## config.mk

```make
export PLATFORM = sky130hd
export DESIGN_NAME = if_fetch
export DESIGN_NICKNAME = d
export VERILOG_FILES = /design/src/rtl/if_fetch.sv
export SDC_FILE = /design/constraint.sdc
export NUM_CORES = 1
export LEC_CHECK = 0
export CORE_ASPECT_RATIO = 1.5
export CORE_MARGIN = 2
export CORE_UTILIZATION = 46
export DETAILED_ROUTE_END_ITERATION = 16
export PLACE_DENSITY = 0.7
export RECOVER_POWER = 25
export SYNTH_ARGS = -nofsm -noshare
export SYNTH_HDL_FRONTEND = slang
export SYNTH_SLANG_ARGS = --single-unit
```

## constraint.sdc

```tcl
create_clock -name clk -period 6 [get_ports clk]
set_input_delay 1.2 -clock clk [delete_from_list [all_inputs] [get_ports clk]]
set_output_delay 1.2 -clock clk [all_outputs]
set_load 0.02 [all_outputs]
```

## src/rtl/if_fetch.sv

```systemverilog
// if_fetch: instruction-fetch unit sitting behind the PC register.
//
// Reads the 32-bit instruction at pc_i one byte per request through a shared,
// byte-wide synchronous memory port. It requests a stall until the instruction
// for pc_i is held in its buffer. It presents that instruction, its pc and its
// jump flag to the IF/ID register.
//
// Ports:
//   clk          rising-edge clock
//   rst          synchronous reset, active low
//   pc_i         current pc
//   jump_i       pc_i came from a jump target (captured when a fetch starts)
//   stall        pipeline stall vector; only stall[1] is used (holds IF outputs)
//   mem_a        byte address of the memory request
//   mem_rd_en    memory read request valid
//   mem_grant    request accepted this cycle
//   mem_din      read data, valid the cycle after an accepted request
//   if_stallreq  high while no completed instruction exists for pc_i
//   inst_o       buffered instruction, little-endian
//   inst_pc_o    pc of inst_o
//   inst_jump_o  jump flag captured with inst_o's fetch
//   inst_valid_o inst_o belongs to pc_i
module if_fetch #(
   parameter int unsigned ADDR_W = 32,
   parameter int unsigned BYTES  = 4
) (
   input  logic              clk,
   input  logic              rst,
   input  logic [ADDR_W-1:0] pc_i,
   input  logic              jump_i,
   input  logic [4:0]        stall,
   output logic [ADDR_W-1:0] mem_a,
   output logic              mem_rd_en,
   input  logic              mem_grant,
   input  logic [7:0]        mem_din,
   output logic              if_stallreq,
   output logic [31:0]       inst_o,
   output logic [ADDR_W-1:0] inst_pc_o,
   output logic              inst_jump_o,
   output logic              inst_valid_o
);

   if (BYTES != 4) begin : g_bytes_check
      $error("if_fetch only supports BYTES == 4");
   end

   typedef enum logic {StIdle, StFetch} state_e;

   state_e            state_q, state_d;
   logic [ADDR_W-1:0] fetch_pc_q, fetch_pc_d;
   logic              fetch_jump_q, fetch_jump_d;
   logic [2:0]        issue_cnt_q, issue_cnt_d;
   logic [2:0]        recv_cnt_q, recv_cnt_d;
   logic              rd_pending_q, rd_pending_d;
   logic [31:0]       asm_q, asm_d;
   logic [31:0]       buf_q, buf_d;
   logic [ADDR_W-1:0] buf_pc_q, buf_pc_d;
   logic              buf_jump_q, buf_jump_d;
   logic              buf_valid_q, buf_valid_d;

   logic              hit;
   logic [31:0]       asm_merged;
   logic              word_done;

   logic unused_stall;
   assign unused_stall = ^{stall[4:2], stall[0]};

   assign hit = buf_valid_q && (buf_pc_q == pc_i);

   // Partial word with the returning byte (if any) merged into its lane.
   always_comb begin
      asm_merged = asm_q;
      if (rd_pending_q) begin
         unique case (recv_cnt_q[1:0])
            2'd0: asm_merged[7:0]   = mem_din;
            2'd1: asm_merged[15:8]  = mem_din;
            2'd2: asm_merged[23:16] = mem_din;
            2'd3: asm_merged[31:24] = mem_din;
            default: asm_merged = asm_q;
         endcase
      end
   end

   // Fourth byte arrives now, or arrived earlier and completion was held by stall.
   assign word_done = rd_pending_q ? (recv_cnt_q == 3'd3) : (recv_cnt_q == 3'd4);

   always_comb begin
      state_d      = state_q;
      fetch_pc_d   = fetch_pc_q;
      fetch_jump_d = fetch_jump_q;
      issue_cnt_d  = issue_cnt_q;
      recv_cnt_d   = recv_cnt_q;
      rd_pending_d = 1'b0;
      asm_d        = asm_q;
      buf_d        = buf_q;
      buf_pc_d     = buf_pc_q;
      buf_jump_d   = buf_jump_q;
      buf_valid_d  = buf_valid_q;
      mem_rd_en    = 1'b0;
      mem_a        = '0;

      unique case (state_q)
         StIdle: begin
            if (!hit) begin
               fetch_pc_d   = pc_i;
               fetch_jump_d = jump_i;
               issue_cnt_d  = 3'd0;
               recv_cnt_d   = 3'd0;
               asm_d        = 32'd0;
               state_d      = StFetch;
            end
         end
         StFetch: begin
            if (pc_i != fetch_pc_q) begin
               // Abort: drop partial bytes and any byte still in flight.
               state_d = StIdle;
            end else begin
               if (issue_cnt_q < 3'd4) begin
                  mem_rd_en = 1'b1;
                  mem_a     = fetch_pc_q + ADDR_W'(issue_cnt_q);
                  if (mem_grant) begin
                     issue_cnt_d  = issue_cnt_q + 3'd1;
                     rd_pending_d = 1'b1;
                  end
               end
               if (rd_pending_q) begin
                  asm_d      = asm_merged;
                  recv_cnt_d = recv_cnt_q + 3'd1;
               end
               if (word_done && !stall[1]) begin
                  buf_d       = asm_merged;
                  buf_pc_d    = fetch_pc_q;
                  buf_jump_d  = fetch_jump_q;
                  buf_valid_d = 1'b1;
                  state_d     = StIdle;
               end
            end
         end
         default: state_d = StIdle;
      endcase
   end

   always_ff @(posedge clk) begin
      if (!rst) begin
         state_q      <= StIdle;
         fetch_pc_q   <= '0;
         fetch_jump_q <= 1'b0;
         issue_cnt_q  <= 3'd0;
         recv_cnt_q   <= 3'd0;
         rd_pending_q <= 1'b0;
         asm_q        <= 32'd0;
         buf_q        <= 32'd0;
         buf_pc_q     <= '0;
         buf_jump_q   <= 1'b0;
         buf_valid_q  <= 1'b0;
      end else begin
         state_q      <= state_d;
         fetch_pc_q   <= fetch_pc_d;
         fetch_jump_q <= fetch_jump_d;
         issue_cnt_q  <= issue_cnt_d;
         recv_cnt_q   <= recv_cnt_d;
         rd_pending_q <= rd_pending_d;
         asm_q        <= asm_d;
         buf_q        <= buf_d;
         buf_pc_q     <= buf_pc_d;
         buf_jump_q   <= buf_jump_d;
         buf_valid_q  <= buf_valid_d;
      end
   end

   assign if_stallreq  = !hit;
   assign inst_valid_o = hit;
   assign inst_o       = buf_q;
   assign inst_pc_o    = buf_pc_q;
   assign inst_jump_o  = buf_jump_q;

endmodule

```

* After elaboration in Yosys (flattened, before gate mapping)
Index checks and enable logic that the tools add are counted.
** Word-level totals
- Bits in latches :: 0
- Word-level logic and storage cells :: 71
- Bits of input ports :: 49
- Memories :: 0
- Register bits :: 139
- ROM bits :: 0
- Bits in writable memories :: 0
** Operators by class
- $mul :: 0
- $add $sub $neg :: 3
- Multiplexer cells :: 29
- Shift operators :: 0
- Reductions and logical operators :: 10
- Order comparisons :: 1
- Div/mod/pow operators :: 0
- Eq/ne operators :: 12
- Bitwise gates (word level) :: 5
** Operator list (number)
- 32-bit two-way mux :: 7
- 32-bit case mux with 2 select lines :: 1
- 32-bit by 3-bit adder with 32-bit output :: 1
- 32-bit equality test :: 1
- 8-bit two-way mux :: 4
- 32-bit != test :: 1
- 3-bit two-way mux :: 6
- 3-bit case mux with 2 select lines :: 2
- 1-bit two-way mux :: 8
- 3-bit by 1-bit adder with 3-bit output (second input constant) :: 2
- 2-bit != test (second input constant) :: 3
- 3-bit AND reduction :: 2
- 1-bit NOT :: 5
- 2-bit equality test (second input constant) :: 2
- 2-bit by 1-bit != test with 1-bit output (second input constant) :: 2
- 4-bit AND reduction :: 1
- 4-bit OR reduction :: 1
- 3-bit by 2-bit equality test with 1-bit output (second input constant) :: 1
- 3-bit equality test (second input constant) :: 1
- 3-bit < comparator (second input constant) :: 1
- 2-bit by 1-bit equality test with 1-bit output (second input constant) :: 1
- 1-bit logical AND :: 2
- 1-bit logical NOT :: 2
- 2-bit logical NOT :: 1
- other kinds (2) :: 2

* Longest topological paths before layout
Gate-level depths: netlist (run 1).
- Depth after elaboration :: 6
- Depth in mapped cells :: 11
- Depth with buffers taken out :: 10

* Least setup slack after synthesis (run 1)
Ideal clock, no wire load.
- Path type :: input to output
- Start point :: input port pc_i[14]
- End point :: output port mem_a[12]
- Path buffers :: 2
- Arrival :: 3.051 ns
- Setup slack :: 1.749 ns
- Stages on the path :: 8
- Path through :: inv_1 a2111o_1 nor4_4 nand4_4 or2_1 clkbuf_1 buf_2 a21oi_1
** On the way
- Word-level cells in the longest chain between the ends :: 3
** RTL lines
- start, declared :: RTL line 29 : input logic [ADDR_W-1:0] pc_i,
- 32-bit != test :: RTL line 114 : if (pc_i != fetch_pc_q) begin
- 32-bit two-way mux :: RTL line 114
- 32-bit two-way mux :: RTL line 102 : unique case (state_q)
- end, declared :: RTL line 32 : output logic [ADDR_W-1:0] mem_a,
Every way passes these cells.

* Final worst setup path (run 1)
- Start point :: input port pc_i[9]
- End point :: output port mem_a[13]
The elaborated chain is that of the path after synthesis.

==> run_results.csv, run 1 <==
group,metric,value,unit
yosys,synth_edf_count,0,
floorplanning,boundaryPins,149,
yosys,seq_area_frac_synth,37.4,%
place,dpl-instance-area,8820,um2
critical_path,endpoint_kind,"output port",
yosys,ys_warn_count,0,
power,ir_worst_vdd,0.186,mV
sta,worst_slew_pin_slew,0.967,ns
yosys,synth_cell_types,52,
critical_path,start_kind,"input pin",
yosys,synth_seq_cells,139,
yosys,synth_top_area_share,37.4,%
power,leakagePower,3.63,nW
layout,mostFrequentLayoutCells,"dfxtp_1 (139), nand2_1 (119), nand3_1 (109)",
critical_path,required,4.80,ns
yosys,synth_async_sr_flop_share,0,%
layout,fin_cells,1201,
global_route,first_global_vias,5946,
power,total_power,2.30,mW
floorplanning,die_x,108,um
global_route,grt.total_usage,23.8,%
critical_path,path_class,"in2out",
sta,post-route-min-period,5.42,ns
floorplanning,dieHeight,160,um
clock_tree,clk_pin_slew_worst_paths,0.06,ns
sta,skew,0.00880,ns
critical_path,crit_slowest_cell,"clkdlybuf4s50_1",
sta,maxSlewViolCount,0,
critical_path,crit_fanout,28,
routing,drtAntennaViolNets,0,
yosys,postSynthCellCount,885,
place,port-buffer-count,144,
sta,period_share,90.3,%
yosys,syn_area,7440,um2
sta,setup_violations,0,
clock_tree,cts_inserted_buffers,17,
critical_path,worst-path-buf-inv,3,
floorplanning,num_rows,56,
critical_path,worstPathCellList,"clkdlybuf4s50_1 > xnor2_1 > nand4_1 > nor3_1 > nand4_4 > or2_1 > buf_4 > a21oi_1 > clkdlybuf4s50_1",
clock_tree,post_cts_buffers,0,
layout,drive_gt1_share,5.61,%
critical_path,worstPathArrival,4.22,ns
power,power_density,243,nW/um2
yosys,syn-mean-instance-area,8.41,um2
clock_tree,cts_tree,"built",
yosys,synthTopCellsByArea,"dfxtp_1 (37%), nand3_1 (7.3%), xnor2_1 (6.4%)",
sta,fin_tns_setup,0,ns
yosys,ys.flop_type,"dfxtp_1",
clock_tree,cts_hold_buf,0,
sta,relSlewSlack,35.5,%
routing,drtIter0Drc,343,
routing,num_vias,6541,
flow_run,maxCapViolations,0,
routing,routedWlPerCell,17.2,um
sta,rsz0062_at_grt,"false",
floorplanning,die_area,17200,um2
routing,route.detailed.drc,0,
layout,diodes,0,
routing,firstDrtPassIters,5,
clock_tree,cts_root_buf,"clkbuf_16",
yosys,syn_nets,943,
global_route,antenna_found_initial,0,
floorplanning,initial_core_util,47.2,%
critical_path,cp_common_cell,"clkdlybuf4s50_1",
min_path,min_path_type,"reg2reg",
global_route,grt_overflow,0,
routing,wl,20.7,mm
layout,fin_area,9480,um2
critical_path,slowest_delay,0.62,ns
run_status,status,"completed",
place,place_inst,1170,
clock_tree,cts-resized-gates,0,
yosys,post-synth-top-area-cell,"dfxtp_1",
floorplanning,fp.coreArea,15800,um2
layout,fin_nets,1044,
layout,final_common_cell,"dfxtp_1",
global_route,grt_max_degree,107,
critical_path,cp_top_family,"buffers and inverters",
global_route,grt_first_pass_wirelength,31.9,mm
place,dp_hpwl,14.6,mm
routing,post_drt_via_cell_ratio,5.45,
clock_tree,h-tree-depth,4,
sta,clock.fmax,185,MHz
place,finalWeightedCongestion,0.909,
clock_tree,insertion_delay,0.42,ns
clock_tree,cts.path.max_buffers,2,
layout,area_growth,27.4,%
clock_tree,clock_sinks,139,
sta,hold_viol,0,
-- flip-flops by register name, summed over array words and instances (netlist names), 3 cells and up --
| register | flops |
|---|---|
| inst_o | 32 |
| fetch_pc_q | 32 |
| recv_cnt_q | 3 |
| issue_cnt_q | 3 |
| inst_pc_o | 32 |
| asm_q | 32 |
-- final cells by class --
cell class              count  area (um2)
inverters                  13        48.8
repair buffers            153        1510
fillers                  1431        6290
clock inverters            13         214
multi-input cells         662        4230
flip-flops and latches    139        2780
clock buffers              18         439
well taps                 203         254
-- stage by stage --
| step | utilization [%] | setup WS, ns | hold WS [ns] |
|---|---|---|---|
| 4_1_cts | 60.1 | 0.557 | 0.469 |
| 5_1_grt | 60.1 | 0.390 | 0.488 |
| 3_3_place_gp | 56.0 | 0.570 | 0.449 |
| 3_5_place_dp | 56.0 | 0.570 | 0.454 |
| 6_report | 60.1 | 0.583 | 0.465 |
| 2_1_floorplan | - | 1.75 | 0.436 |
-- metal layers --
layer  vias to the layer above  track usage (%)  part of all wire [%]  routed length (um)
li1                       3256                -                     -                   -
met1                      3053             27.4                    39                8130
met2                       193             41.8                    52               10800
met3                        39             4.12                   4.1                 855
met4                         0             11.7                   4.4                 909
met5                         -                0                     0                   0
-- power breakdown --
| group | switching (mW) | internal, mW | total, mW |
|---|---|---|---|
| Clock | 0.417 | 0.751 | 1.17 |
| Sequential | 0.0293 | 0.939 | 0.968 |
| Combinational | 0.0904 | 0.0749 | 0.165 |
| Total | 0.537 | 1.76 | 2.30 |
-- cell families after synthesis --
| kind of cell | share of synthesized area (%) |
|---|---|
| XOR/XNOR | 8.95 |
| multiplexers | 4.44 |
| AND/OR/NAND/NOR | 27.0 |
| adder cells (fa/ha/maj) | 1.61 |
| AO/OA/AOI/OAI | 14.6 |
| buffers and inverters | 5.99 |
| flip-flops | 37.4 |
-- cell usage after synthesis, types with 4 or more instances --
| master | number |
|---|---|
| o211a_1 | 32 |
| xnor2_1 | 54 |
| buf_2 | 12 |
| a21boi_1 | 32 |
| a2111o_1 | 4 |
| xor2_1 | 22 |
| a21oi_1 | 6 |
| nand4_1 | 18 |
| nand3_1 | 109 |
| buf_1 | 13 |
| inv_1 | 13 |
| clkbuf_1 | 33 |
| or3_1 | 4 |
| nand2_1 | 119 |
| ha_1 | 8 |
| mux2i_1 | 33 |
| o21a_1 | 4 |
| nor3_4 | 4 |
| buf_6 | 5 |
| nor2b_1 | 49 |
| dfxtp_1 | 139 |
| nor3_1 | 7 |
| nand2b_1 | 10 |
| and2_1 | 4 |
| and3_1 | 8 |
| o21ai_0 | 70 |
| buf_12 | 4 |
| nor2_1 | 35 |
-- worst paths after layout --
| kind | from | end | slack [ns] | cells past startpoint |
|---|---|---|---|---|
| max | pc_i[9] | mem_a[13] | 0.58 | 9 |
| min | buf_valid_q | buf_valid_q | 0.47 | 1 |
| max reg2reg | fetch_pc_q[9] | inst_o[30] | 2.85 | 9 |
| min reg2reg | buf_valid_q | buf_valid_q | 0.47 | 1 |
-- worst reg2reg max path, stage by stage (launching register included) --
cell,delay (ns)
dfxtp_1,0.37
xnor2_1,0.39
nand4_1,0.20
nor3_1,0.44
nand4_4,0.17
buf_4,0.27
nor2b_4,0.14
buf_4,0.62
nand3_1,0.24
o211a_1,0.19
Power figures use the tool's default switching activity.
==> run 2: changes to the inputs <==
Clock period 6 ns to 5.1 ns, I/O delays scaled along.
==> run 2 against run 1 <==
  * Critical path type unchanged
  * Clock power decreased by 3%
  * Worst hold slack worse by 0.00078 ns
  * Non-clock buffer count rose by 2
  * Highest routed layer unchanged
  * Clock skew increased by 0.00069 ns
  * Total power rose by 7.1%
  * First-iteration DRC count shrank 10%
  * Critical endpoint unchanged
==> run_results.csv, run 2 (same netlist as run 1, synthesis figures left out) <==
group,metric,value,unit
layout,diodes,0,
critical_path,crit_fanout,28,
floorplanning,boundaryPins,149,
routing,routedWlPerCell,17.4,um
floorplanning,fp.coreArea,15800,um2
clock_tree,cts_root_buf,"clkbuf_16",
global_route,grt_overflow,0,
layout,fin_util,59.6,%
critical_path,reg2reg_to,"inst_o[17]",
clock_tree,clock_sinks,139,
routing,wl,21.0,mm
routing,drtAntennaViolNets,0,
layout,layout.area.seq,2780,um2
place,finalWeightedCongestion,0.904,
place,port-buffer-count,144,
global_route,grt_max_degree,72,
power,intPower,1.85,mW
floorplanning,dieHeight,160,um
critical_path,path_class,"in2out",
sta,maxSlewViolCount,0,
global_route,first_global_vias,6304,
routing,num_vias,6569,
power,p_comb_share,8.0,%
routing,drtIter0Drc,307,
sta,fin_tns_setup,0,ns
min_path,holdPathEnd,"buf_valid_q",
place,dp_hpwl,14.8,mm
critical_path,start_kind,"input pin",
power,switching_share,25.0,%
sta,period_share,96.1,%
clock_tree,cts-resized-gates,0,
min_path,worstHoldStart,"buf_valid_q",
clock_tree,insertion_delay,0.41,ns
floorplanning,num_rows,56,
power,p_sw,617,uW
run_status,status,"completed",
critical_path,crit_path_start,"pc_i[14]",
critical_path,endpoint_kind,"output port",
critical_path,required,4.08,ns
clock_tree,post_cts_buffers,0,
power,power_density,262,nW/um2
min_path,min_path_cells,1,
floorplanning,initial_core_util,47.2,%
clock_tree,h-tree-depth,4,
routing,firstDrtPassIters,5,
clock_tree,cts.path.max_buffers,2,
power,leakagePower,3.60,nW
clock_tree,clk_pin_slew_worst_paths,0.05,ns
layout,multi_input_area,4230,um2
critical_path,r2r-start,"rd_pending_q",
sta,post-route-min-period,4.90,ns
min_path,min_path_type,"reg2reg",
routing,post_drt_via_cell_ratio,5.47,
flow_run,maxCapViolations,0,
sta,setup_violations,0,
sta,clock.fmax,204,MHz
layout,fin_nets,1046,
sta,hold_viol,0,
sta,relSlewSlack,43.4,%
global_route,grt_first_pass_wirelength,33.5,mm
floorplanning,die_x,108,um
sta,rsz0062_at_grt,"false",
layout,mostFrequentLayoutCells,"dfxtp_1 (139), nand2_1 (119), nand3_1 (109)",
critical_path,r2r_cells,8,
power,ir_worst_vdd,0.204,mV
layout,num-fill-cells,1474,
power,p_seq_share,46.2,%
sta,worst_slew_pin_slew,0.842,ns
clock_tree,cts_tree,"built",
floorplanning,die_area,17200,um2
layout,area_growth,26.3,%
layout,final_common_cell,"dfxtp_1",
global_route,antenna_found_initial,0,
critical_path,worstPathArrival,3.88,ns
clock_tree,cts_inserted_buffers,17,
layout,drive_gt1_share,5.71,%
power,power_frac_clock,45.8,%
routing,route.detailed.drc,0,
sta,skew,0.00949,ns
critical_path,r2r_slack,2.12,ns
global_route,grt.total_usage,24.8,%
clock_tree,cts_hold_buf,0,
## run 2: cell types whose count changed in the layout (fill, tap and decap cells not counted), sizes merged
| cell | delta |
|---|---|
| inv | -1 |
| clkbuf | +2 |
| clkinvlp | +1 |
| buf | +2 |
| bufinv | -5 |
| clkinv | +2 |
## run 2: critical path, stage by stage
cell and delay [ns]:
clkdlybuf4s50_1 0.55, inv_1 0.08, a2111o_1 0.46, nor4_4 0.35
nand4_4 0.12, or2_1 0.33, buf_12 0.20, a21oi_1 0.12
clkdlybuf4s50_1 0.63
## run 2: worst max path at each step
stage                            to  cells after the start
after global routing      mem_a[25]                      9
final                     mem_a[13]                      9
after detailed placement  mem_a[13]                      9
after CTS                 mem_a[13]                     10
after floorplan           mem_a[12]                      8
after global placement    mem_a[13]                     10
## run 2: final cells by class
cell class              count  share of cell area (%)
multi-input cells         662                    45.0
clock buffers              20                    4.97
inverters                  13                   0.519
flip-flops and latches    139                    29.6
well taps                 203                    2.70
repair buffers            155                    16.5
clock inverters            10                   0.732
## run 2: power groups by stage
stage | Sequential [mW] | Clock (mW) | Combinational (mW)
after global placement | 1.16 | 0 | 0.195
after detailed placement | 1.16 | 0 | 0.195
after floorplan | 1.15 | 0 | 0.125
after CTS | 1.14 | 1.15 | 0.197
final | 1.14 | 1.13 | 0.198
after global routing | 1.14 | 1.20 | 0.214
## run 2: routing by layer
metal	global-route usage [%]	vias up	share of wire (%)
met5	0	-	0
met2	43.3	189	52
met1	28.4	3076	39
li1	-	3252	-
met3	3.51	52	4.0
met4	14.0	0	5.2
## run 2: metrics by stage
stage | power, mW | hold WS [ns] | worst slack (ns) | cells | instance area [um2]
after CTS | 2.49 | 0.467 | 0.184 | 1202 | 9400
after global routing | 2.55 | 0.492 | 0.0552 | 1202 | 9400
after global placement | 1.36 | 0.449 | 0.181 | 1172 | 8860
final | 2.47 | 0.465 | 0.198 | 1202 | 9400
after detailed placement | 1.36 | 0.453 | 0.203 | 1172 | 8860
after floorplan | 1.27 | 0.436 | 1.21 | 885 | 7440
